[config.mk]
export PLATFORM = sky130hd
export DESIGN_NAME = heartbeat_pwm
export DESIGN_NICKNAME = d
export VERILOG_FILES = /design/src/rtl/heartbeat_pwm.sv
export SDC_FILE = /design/constraint.sdc
export NUM_CORES = 1
export LEC_CHECK = 0
export CAP_MARGIN = 30
export CORE_UTILIZATION = 59
export DETAILED_ROUTE_END_ITERATION = 10
export GPL_TIMING_DRIVEN = 0
export PLACE_DENSITY = 0.86
export SLEW_MARGIN = 20
export SYNTH_ARGS = -nofsm -noshare
export SYNTH_HDL_FRONTEND = slang
export SYNTH_SLANG_ARGS = --single-unit
[constraint.sdc]
create_clock -name clk -period 3.1 [get_ports clk]
set_input_delay 0.465 -clock clk [delete_from_list [all_inputs] [get_ports clk]]
set_output_delay 0.465 -clock clk [all_outputs]
set_load 0.01 [all_outputs]
[src/rtl/heartbeat_pwm.sv]
// heartbeat_pwm: PWM-gates the LED selector mask with a two-beat "lub-dub" duty envelope.
// Define LED_ACTIVE_LOW_EN for inverted (active-low) led_out drive.
module heartbeat_pwm #(
   parameter int PWM_BITS     = 8,
   parameter int STEP_PERIODS = 4,
   parameter int DUTY_INC     = 32,
   parameter int GAP_STEPS    = 4,
   parameter int REST_STEPS   = 16
) (
   input  logic                clk,
   input  logic                rst_n,
   input  logic [7:0]          led_select,
   output logic [7:0]          led_out,
   output logic [PWM_BITS-1:0] duty,
   output logic                beat
);
   localparam int MAX  = 2**PWM_BITS - 1;
   localparam int HALF = MAX >> 1;
   localparam int PW   = STEP_PERIODS > 1 ? $clog2(STEP_PERIODS) : 1;
   localparam int SW   = $clog2((GAP_STEPS > REST_STEPS ? GAP_STEPS : REST_STEPS) + 1);
   localparam logic [PWM_BITS-1:0] D_MAX  = PWM_BITS'(MAX);
   localparam logic [PWM_BITS-1:0] D_HALF = PWM_BITS'(HALF);
   localparam logic [PWM_BITS-1:0] D_INC  = PWM_BITS'(DUTY_INC);
`ifdef LED_ACTIVE_LOW_EN
   localparam logic [7:0] LED_INV = 8'hFF;
`else
   localparam logic [7:0] LED_INV = 8'h00;
`endif
   typedef enum logic [2:0] {RISE1, FALL1, GAP, RISE2, FALL2, REST} state_e;
   state_e              state_q, state_d;
   logic [PWM_BITS-1:0] pwm_cnt_q, duty_q, duty_d;
   logic [PW-1:0]       per_cnt_q;
   logic [SW-1:0]       stp_cnt_q, stp_cnt_d;
   logic [7:0]          sel_q, led_q;
   logic                beat_q, beat_d, boundary, step_tick;
   assign boundary  = &pwm_cnt_q;
   assign step_tick = boundary && per_cnt_q == PW'(STEP_PERIODS - 1);
   // Comparisons precede every add/subtract so duty saturates instead of wrapping.
   always_comb begin
      state_d   = state_q;
      duty_d    = duty_q;
      stp_cnt_d = stp_cnt_q;
      beat_d    = 1'b0;
      if (step_tick) begin
         case (state_q)
            RISE1: begin
               duty_d  = duty_q > D_MAX - D_INC ? D_MAX : duty_q + D_INC;
               state_d = duty_q > D_MAX - D_INC ? FALL1 : RISE1;
            end
            FALL1: begin
               duty_d  = duty_q < D_INC ? '0 : duty_q - D_INC;
               state_d = duty_q < D_INC ? GAP : FALL1;
            end
            GAP: begin
               stp_cnt_d = stp_cnt_q == SW'(GAP_STEPS - 1) ? '0 : stp_cnt_q + 1'b1;
               state_d   = stp_cnt_q == SW'(GAP_STEPS - 1) ? RISE2 : GAP;
            end
            RISE2: begin
               duty_d  = duty_q > D_HALF - D_INC ? D_HALF : duty_q + D_INC;
               state_d = duty_q > D_HALF - D_INC ? FALL2 : RISE2;
            end
            FALL2: begin
               duty_d  = duty_q < D_INC ? '0 : duty_q - D_INC;
               state_d = duty_q < D_INC ? REST : FALL2;
            end
            REST: begin
               stp_cnt_d = stp_cnt_q == SW'(REST_STEPS - 1) ? '0 : stp_cnt_q + 1'b1;
               state_d   = stp_cnt_q == SW'(REST_STEPS - 1) ? RISE1 : REST;
               beat_d    = stp_cnt_q == SW'(REST_STEPS - 1);
            end
            default: state_d = RISE1;
         endcase
      end
   end
   always_ff @(posedge clk or negedge rst_n) begin
      if (!rst_n) begin
         pwm_cnt_q <= '0;
         per_cnt_q <= '0;
         stp_cnt_q <= '0;
         duty_q    <= '0;
         state_q   <= RISE1;
         sel_q     <= '0;
         led_q     <= LED_INV;
         beat_q    <= 1'b0;
      end else begin
         pwm_cnt_q <= pwm_cnt_q + 1'b1;
         per_cnt_q <= boundary ? (step_tick ? '0 : per_cnt_q + 1'b1) : per_cnt_q;
         stp_cnt_q <= stp_cnt_d;
         duty_q    <= duty_d;
         state_q   <= state_d;
         sel_q     <= boundary ? led_select : sel_q;
         led_q     <= (sel_q & {8{pwm_cnt_q < duty_q}}) ^ LED_INV;
         beat_q    <= beat_d;
      end
   end
   assign led_out = led_q;
   assign duty    = duty_q;
   assign beat    = beat_q;
endmodule

==> results.cfg, run 1 <==
[sta]
final-hold-violation-count = 0
finalSetupTns_ns = 0
max_slew_margin = 0.549
skew_ns = 0.0103
max_slew.worst_pin.slew_ns = 0.677
finalCritPeriodShare = 0.759
max_freq_mhz = 425
setup_viol = 0
rsz0062_at_grt = no
finalCriticalPeriod_ns = 2.35
slew_viol_final = 0

[global_route]
overflow = 0
antenna_found_initial = 0
grt_max_degree = 32
grt_pass1_wl_mm = 7.57
grt_pass1_vias = 1702
grt_use_total = 0.249

[cts]
htree_levels = 2
cts_made_buffers = 5
cts_max_path_buffers = 2
clkTransAtPathRegs_ns = 0.08
hold_buffers = 0
postCtsSetupBuffers = 0
ctsResizeCount = 0
root_buffer = clkbuf_8
cts.sinks = 39
cts_tree = done
clkLatencyLatePin_ns = 0.29

[route]
ant_nets = 0
drt_iter0_markers = 187
num_vias = 1723
drc = 0
drt_wl_total_mm = 4.36
wl_per_cell_um = 14.4
drt-pass1-iter-count = 4
vias_per_cell = 5.71

[floorplanning]
dieHeight_um = 62.9
die-area_sq_um = 3960
core_sq_um = 3440
pin_count = 27
die_w_um = 62.9
start_util = 0.636
rows = 21

[critical_path]
endpoint_kind = register
r2r_slack_ns = 0.75
slowest_stage = a21oi_1
max_stage_delay_ns = 0.55
arrival_ns = 2.57
crit_fanout = 10
path_cells = clkbuf_1 -> inv_1 -> ha_1 -> a21o_1 -> a21oi_1 -> nand2_1 -> nor2_1
crit_type = register to register
start_kind = register
cp.required_ns = 3.32

[yosys]
synth_largest_area_cell = dfrtp_1
yosysWarnings = 0
avgSynthCellArea_sq_um = 9.90
synth_top_area_frac = 0.446
synth_area_sq_um = 2190
ys_seq_elements = 39
synthTopCellsByArea = dfrtp_1, ha_1, mux2_2
synth_nets = 245
yosysSeqAreaShare = 0.446
synthCells = 221
yosysUniqueCellTypes = 49

[pwr]
p_per_area_nw_per_um2 = 336
peakVddDrop_v = 0.000356
p_leak_uw = 0.00115

[final_layout]
final_cell_mix = dfrtp_1, clkdlybuf4s50_1, nand2_1, nor2_1, o21ai_0
final_common_cell = dfrtp_1
final_area_sq_um = 2610
final_layout_size_suffix_gt1_frac = 0.145
final_util = 0.757
syn_to_final_growth_pct = 19.1
nNetsFinal = 279
diodes = 0

[run_status]
status = finished clean

[placement]
hpwl_mm = 3.19
gp_congestion = 0.877
place_area_sq_um = 2520
port-buffer-count = 26

[run]
maxCapViolCount = 0

[worst_hold_path]
hold_path.class = input pin to asynchronous set/reset pin
-- state kept, by name, summed over array words and instances (netlist names) --
name / flops
led_out: 8
pwm_cnt_q: 8
sel_q: 8
stp_cnt_q: 5
duty: 4
state_q: 3
per_cnt_q: 2
beat: 1
-- power breakdown --
group / leakage, uW / switching [uW] / internal (uW)
logic: 0.000594 / 12.7 / 15.6
registers: 0.000512 / 2.97 / 514
clock network: 0.0000412 / 173 / 157
-- worst paths after layout --
check | startpoint | endpoint | depth (start not counted)
setup / recovery | duty[6] | led_out[0] | 7
hold / removal | rst_n | stp_cnt_q[1] | 1
setup reg to reg | duty[6] | led_out[0] | 7
hold reg to reg | sel_q[6] | led_out[6] | 2
max in group asynchronous | rst_n | sel_q[6] | 2
min in group clk | sel_q[6] | led_out[6] | 2
-- critical path, delay by kind of cell (launching register included) --
kind	cells	cell delay [ns]
AOI/OAI and AO/OA	2	0.73
DFF	1	0.41
and+or+nand+nor	2	0.26
buffers and inverters	2	0.52
adders and majority gates	1	0.36
-- metal layers --
layer  GRT usage  vias to the layer above  part of all wire
li1            -                      845                 -
met2       0.421                       44              0.51
met5           0                        -                 0
met3      0.0584                       10             0.042
met4       0.116                        0             0.019
met1       0.297                      824              0.43
-- stage by stage --
| stage | power, uW | hold WS, ns | worst slack (ns) | instances |
|---|---|---|---|---|
| floorplan | 530 | 0.169 | 1.17 | 221 |
| global placement | 552 | 0.472 | 0.647 | 293 |
| detailed placement | 556 | 0.344 | 0.798 | 294 |
| CTS | 887 | 0.0275 | 0.768 | 302 |
| global route | 905 | 0.0288 | 0.582 | 302 |
| finish | 875 | 0.0242 | 0.748 | 302 |
-- cell type report --
class | count | area, sq um
Buffer | 14 | 82.6
Clock buffer | 6 | 72.6
Clock inverter | 2 | 12.5
Fill cell | 234 | 836
Inverter | 9 | 33.8
Multi-Input combinational cell | 159 | 1100
Sequential cell | 39 | 976
Tap cell | 46 | 57.6
Timing Repair Buffer | 27 | 275
-- synthesized netlist by cell type, drive strengths merged --
cell type and number:
o21ai 16, nor3 4, mux2 11, ha 14, a211oi 1, o22ai 2, or3b 1, and3b 1
a22o 1, xnor2 5, a21o 3, o211ai 1, o311a 1, mux2i 2, a31oi 2, o2111ai 1
o31ai 2, o31a 1, o221ai 1, nor4b 2, buf 10, o22a 2, and4 1, nor2b 2
o21bai 1, nand4 4, and3 3, xor2 1, a21oi 14, inv 9, o21a 1, or4 2
nor2 16, clkbuf 4, dfrtp 39, or2 2, nand2b 4, nand3 9, nand2 23, nor3b 2
-- kinds of logic after synthesis --
| kind of cell | share of synthesized area |
|---|---|
| mux | 0.0675 |
| fa+ha+maj | 0.0800 |
| xor+xnor | 0.0240 |
| simple gates | 0.185 |
| compound gates | 0.145 |
| buf+inv | 0.0532 |
| flops | 0.446 |
Power figures use the tool's default switching activity.
==> inputs of run 2 (changes only) <==
CORE_UTILIZATION = 50   (was 59)
PLACE_DENSITY = 0.78   (was 0.86)
clock period = 1.9 ns   (was 3.1 ns; I/O delays follow)
==> results.cfg, run 2 (synthesis gave the netlist of run 1 again) <==
[sta]
skew_ns = 0.00583
finalCritPeriodShare = 0.945
slew_viol_final = 0
max_slew_margin = 0.619
setup_viol = 0
max_freq_mhz = 557
finalSetupTns_ns = 0
final-hold-violation-count = 0
max_slew.worst_pin.slew_ns = 0.564
finalCriticalPeriod_ns = 1.79

[critical_path]
critPathTopFamily = simple AND/OR/NAND/NOR gates
r2r_slack_ns = 0.11
r2r_end = duty[5]
reg2reg_depth = 7
cp.required_ns = 2.09
start_kind = register
path_cells = ha_4 -> and3_1 -> nand3_2 -> buf_6 -> nor3b_4 -> o221ai_1 -> a22o_1
crit_type = register to register
endpoint_kind = register
crit_fanout = 10
arrival_ns = 1.98
timing.rr.start = pwm_cnt_q[0]
max_stage_delay_ns = 0.41
slowest_stage = dfrtp_2
path_buf_inv = 1

[pwr]
p_leak_uw = 0.00121
peakVddDrop_v = 0.000674
p_per_area_nw_per_um2 = 569

[final_layout]
final_layout_size_suffix_gt1_frac = 0.217
final_common_cell = dfrtp_1
syn_to_final_growth_pct = 26.9
diodes = 0
nNetsFinal = 286
fin_cells = 313
final_cell_mix = dfrtp_1, clkdlybuf4s50_1, nand2_1, nor2_1, o21ai_0
nFillCells = 335

[cts]
htree_levels = 2
cts_max_path_buffers = 2
cts.sinks = 39
clkLatencyLatePin_ns = 0.29
cts_tree = done
clkTransAtPathRegs_ns = 0.08
cts_made_buffers = 5
root_buffer = clkbuf_8

[global_route]
grt_use_total = 0.204
grt_max_degree = 33
overflow = 0
grt_pass1_vias = 1444
antenna_found_initial = 0
grt_pass1_wl_mm = 6.82

[floorplanning]
die-area_sq_um = 4650
start_util = 0.536
pin_count = 27
die_w_um = 68.2
core_sq_um = 4090
rows = 23
dieHeight_um = 68.2

[route]
drc = 0
ant_nets = 0
wl_per_cell_um = 13.9
num_vias = 1742
drt-pass1-iter-count = 4
vias_per_cell = 5.57
drt_iter0_markers = 224
drt_wl_total_mm = 4.34

[worst_hold_path]
hold_path.class = input pin to asynchronous set/reset pin

[placement]
dp_cells = 298
port-buffer-count = 26
gp_congestion = 0.909
hpwl_mm = 3.14

[run_status]
status = finished clean

[run]
maxCapViolCount = 0
==> run 2: cell count changes in the layout (fill, tap and decap cells not counted), sizes merged <==
cell         before  now
bufinv            0    1
dlygate4sd3       0    1
clkinvlp          1    0
buf              12   19
clkinv            1    2
clkbuf           10    8
==> run 2: what timing repair did <==
item	4_1_cts	5_1_grt
endpoints found under the setup margin	11	11
buffers inserted	2	4
gates resized for setup	12	13
pin swaps	0	7
hold buffers	1	0
endpoints found under the hold margin	7	0
==> run 2: through the flow <==
| step | area [sq um] | setup WS, ns | util | power [uW] | hold slack [ns] |
|---|---|---|---|---|---|
| after global placement | 2510 | -0.382 | 0.615 | 900 | 0.482 |
| final | 2780 | 0.105 | 0.679 | 1580 | 0.360 |
| after detailed placement | 2530 | -0.234 | 0.619 | 906 | 0.147 |
| after floorplan | 2190 | 0.0248 | - | 865 | -0.0106 |
| after global routing | 2780 | -0.00322 | 0.679 | 1640 | 0.382 |
| after CTS | 2720 | 0.00427 | 0.665 | 1600 | 0.357 |
==> run 2: cell type report <==
type / count / area [sq um] / share of cell area
plain buffers: 14 / 97.6 / 0.0352
clock buffers: 5 / 68.8 / 0.0248
clock inverters: 3 / 43.8 / 0.0158
inverters: 9 / 33.8 / 0.0122
multi-input cells: 159 / 1160 / 0.419
flip-flops and latches: 39 / 977 / 0.352
well taps: 50 / 62.6 / 0.0225
repair buffers: 34 / 330 / 0.119
==> run 2: power by group <==
group | internal (uW) | switching, uW | total [uW]
registers | 838 | 4.49 | 842
clock network | 391 | 298 | 689
logic | 26.7 | 20.5 | 47.2
total | 1260 | 323 | 1580
==> run 2: routing by layer <==
metal | GRT usage | vias to the layer above | share of wire
li1 | - | 863 | -
met1 | 0.263 | 833 | 0.44
met2 | 0.331 | 40 | 0.50
met3 | 0.0550 | 6 | 0.044
met4 | 0.0625 | 0 | 0.012
met5 | 0 | - | 0
==> run 2: worst reg2reg max path, stage by stage (launching register included) <==
cell and delay [ns]:
dfrtp_2 0.41, ha_4 0.18, and3_1 0.17, nand3_2 0.11
buf_6 0.17, nor3b_4 0.24, o221ai_1 0.17, a22o_1 0.25
==> run 2: worst max-delay path by stage <==
stage                 startpoint            to  slack (ns)  depth (start not counted)
CTS                      duty[6]    led_out[1]       0.004                          7
finish              pwm_cnt_q[0]       duty[5]        0.11                          7
global placement           rst_n  pwm_cnt_q[0]       -0.38                          1
global route        pwm_cnt_q[0]       duty[5]      -0.003                          7
floorplan           stp_cnt_q[0]  stp_cnt_q[3]        0.02                          6
detailed placement       duty[6]    led_out[6]       -0.23                          6
==> inputs of run 3 (changes only) <==
--- a/config.mk
+++ b/config.mk
@@ -7,6 +7,8 @@
 export LEC_CHECK = 0
 export CAP_MARGIN = 30
+export CORE_MARGIN = 2
 export CORE_UTILIZATION = 50
 export DETAILED_ROUTE_END_ITERATION = 10
+export GPL_ROUTABILITY_DRIVEN = 0
 export GPL_TIMING_DRIVEN = 0
 export PLACE_DENSITY = 0.78
==> constraint.sdc (replaced) <==
create_clock -name clk -period 1.9 [get_ports clk]
set_input_delay 0.285 -clock clk [delete_from_list [all_inputs] [get_ports clk]]
set_output_delay 0.285 -clock clk [all_outputs]
set_load 0.05 [all_outputs]
==> results.cfg, run 3 (synthesis gave the netlist of run 1 again) <==
[run_status]
status = finished clean

[sta]
finalCriticalPeriod_ns = 1.84
rsz0062_at_grt = no
slew_viol_final = 0
setup_viol = 0
finalCritPeriodShare = 0.968
skew_ns = 0.00719
max_slew_margin = 0.651
max_slew.worst_pin.slew_ns = 0.516
worst_hold_slack_ns = 0.441
max_freq_mhz = 543
final-hold-violation-count = 0

[final_layout]
final_area_sq_um = 2730
final_layout_size_suffix_gt1_frac = 0.221
nNetsFinal = 285
nFillCells = 336
final_common_cell = dfrtp_1
syn_to_final_growth_pct = 24.5
final_cell_mix = dfrtp_1, nand2_1, clkdlybuf4s50_1, nor2_1, o21ai_0
diodes = 0

[pwr]
peakVddDrop_v = 0.000531
finalPower_uw = 1430
p_per_area_nw_per_um2 = 526
p_leak_uw = 0.00121

[critical_path]
arrival_ns = 2.07
cp.required_ns = 2.13
crit_fanout = 4
r2r_slack_ns = 0.06
start_kind = register
reg2reg_depth = 6
timing.rr.start = stp_cnt_q[0]
r2r_end = stp_cnt_q[3]
endpoint_kind = register
crit_type = register to register

[worst_hold_path]
hold_path.class = input pin to asynchronous set/reset pin

[run]
maxCapViolCount = 0

[global_route]
grt_max_degree = 27
antenna_found_initial = 0
grt_use_total = 0.198
grt_pass1_wl_mm = 7.70
grt_pass1_vias = 1657
overflow = 0

[cts]
cts_made_buffers = 5
clkLatencyLatePin_ns = 0.29
clkTransAtPathRegs_ns = 0.08
cts_max_path_buffers = 2
cts_tree = done
cts.sinks = 39
root_buffer = clkbuf_8
htree_levels = 2

[route]
num_vias = 1756
ant_nets = 0
drt-pass1-iter-count = 4
drt_wl_total_mm = 4.39
vias_per_cell = 5.59
wl_per_cell_um = 14.0
drc = 0
drt_iter0_markers = 160

[floorplanning]
die-area_sq_um = 4920
die_w_um = 70.2
dieHeight_um = 70.2
start_util = 0.510
rows = 24
core_sq_um = 4290
pin_count = 27

[placement]
port-buffer-count = 26
hpwl_mm = 3.11
place_area_sq_um = 2540
==> run 3: cell count changes in the layout (fill, tap and decap cells not counted), sizes merged <==
cell	before	now
buf	19	17
bufinv	1	0
clkbuf	8	10
clkdlybuf4s50	25	21
clkinv	2	1
clkinvlp	0	1
dlygate4sd2	0	4
==> run 3: critical path: stages, from the launching register on <==
cell	delay (ns)
dfrtp_1	0.39
ha_2	0.21
and3_4	0.19
ha_4	0.16
mux2_4	0.26
or4_4	0.48
nand3_2	0.08
==> run 3: timing repair <==
item / in CTS / in global routing
hold buffers: 1 / 0
endpoints found under the setup margin: 15 / 11
hold endpoints to repair: 13 / 0
pin swaps: 0 / 2
gates resized for setup: 14 / 6
buffers inserted: 2 / 3
==> run 3: area by class of cell <==
| type | instances | area (sq um) | area share |
|---|---|---|---|
| buffer | 14 | 88.8 | 0.0326 |
| clock buffer | 6 | 72.6 | 0.0266 |
| clock inverter | 2 | 12.5 | 0.00459 |
| inverter | 9 | 33.8 | 0.0124 |
| multi-input combinational | 159 | 1150 | 0.423 |
| sequential | 39 | 982 | 0.360 |
| tap | 52 | 65.1 | 0.0239 |
| timing repair buffer | 33 | 318 | 0.117 |
==> run 3: routing by layer <==
layer / vias to the layer above / part of all wire / track usage
li1: 862 / - / -
met1: 850 / 0.43 / 0.247
met2: 37 / 0.52 / 0.340
met4: 0 / 0.013 / 0.0641
met3: 7 / 0.035 / 0.0433
met5: - / 0 / 0
==> run 3: power breakdown <==
group          switching (uW)  internal (uW)
combinational            21.0           26.7
sequential               4.15            838
clock                     288            256
total                     314           1120
==> run 3: worst max path at each step <==
stage	startpoint	end	slack [ns]	cells after the start
6_report	stp_cnt_q[0]	stp_cnt_q[3]	0.06	6
5_1_grt	duty[6]	led_out[1]	0.009	7
4_1_cts	pwm_cnt_q[0]	duty[5]	0.02	7
3_5_place_dp	duty[7]	led_out[4]	-0.16	6
3_3_place_gp	rst_n	duty[3]	-0.54	1
2_1_floorplan	stp_cnt_q[0]	stp_cnt_q[3]	0.02	6
==> run 3: stage by stage <==
| stage | std cells | setup WS, ns | setup TNS [ns] | util |
|---|---|---|---|---|
| floorplan | 221 | 0.0248 | 0 | - |
| global placement | 299 | -0.542 | -17.15 | 0.588 |
| detailed placement | 300 | -0.156 | -1.26 | 0.591 |
| CTS | 311 | 0.0157 | 0 | 0.624 |
| global route | 314 | 0.00926 | 0 | 0.635 |
| finish | 314 | 0.0600 | 0 | 0.635 |
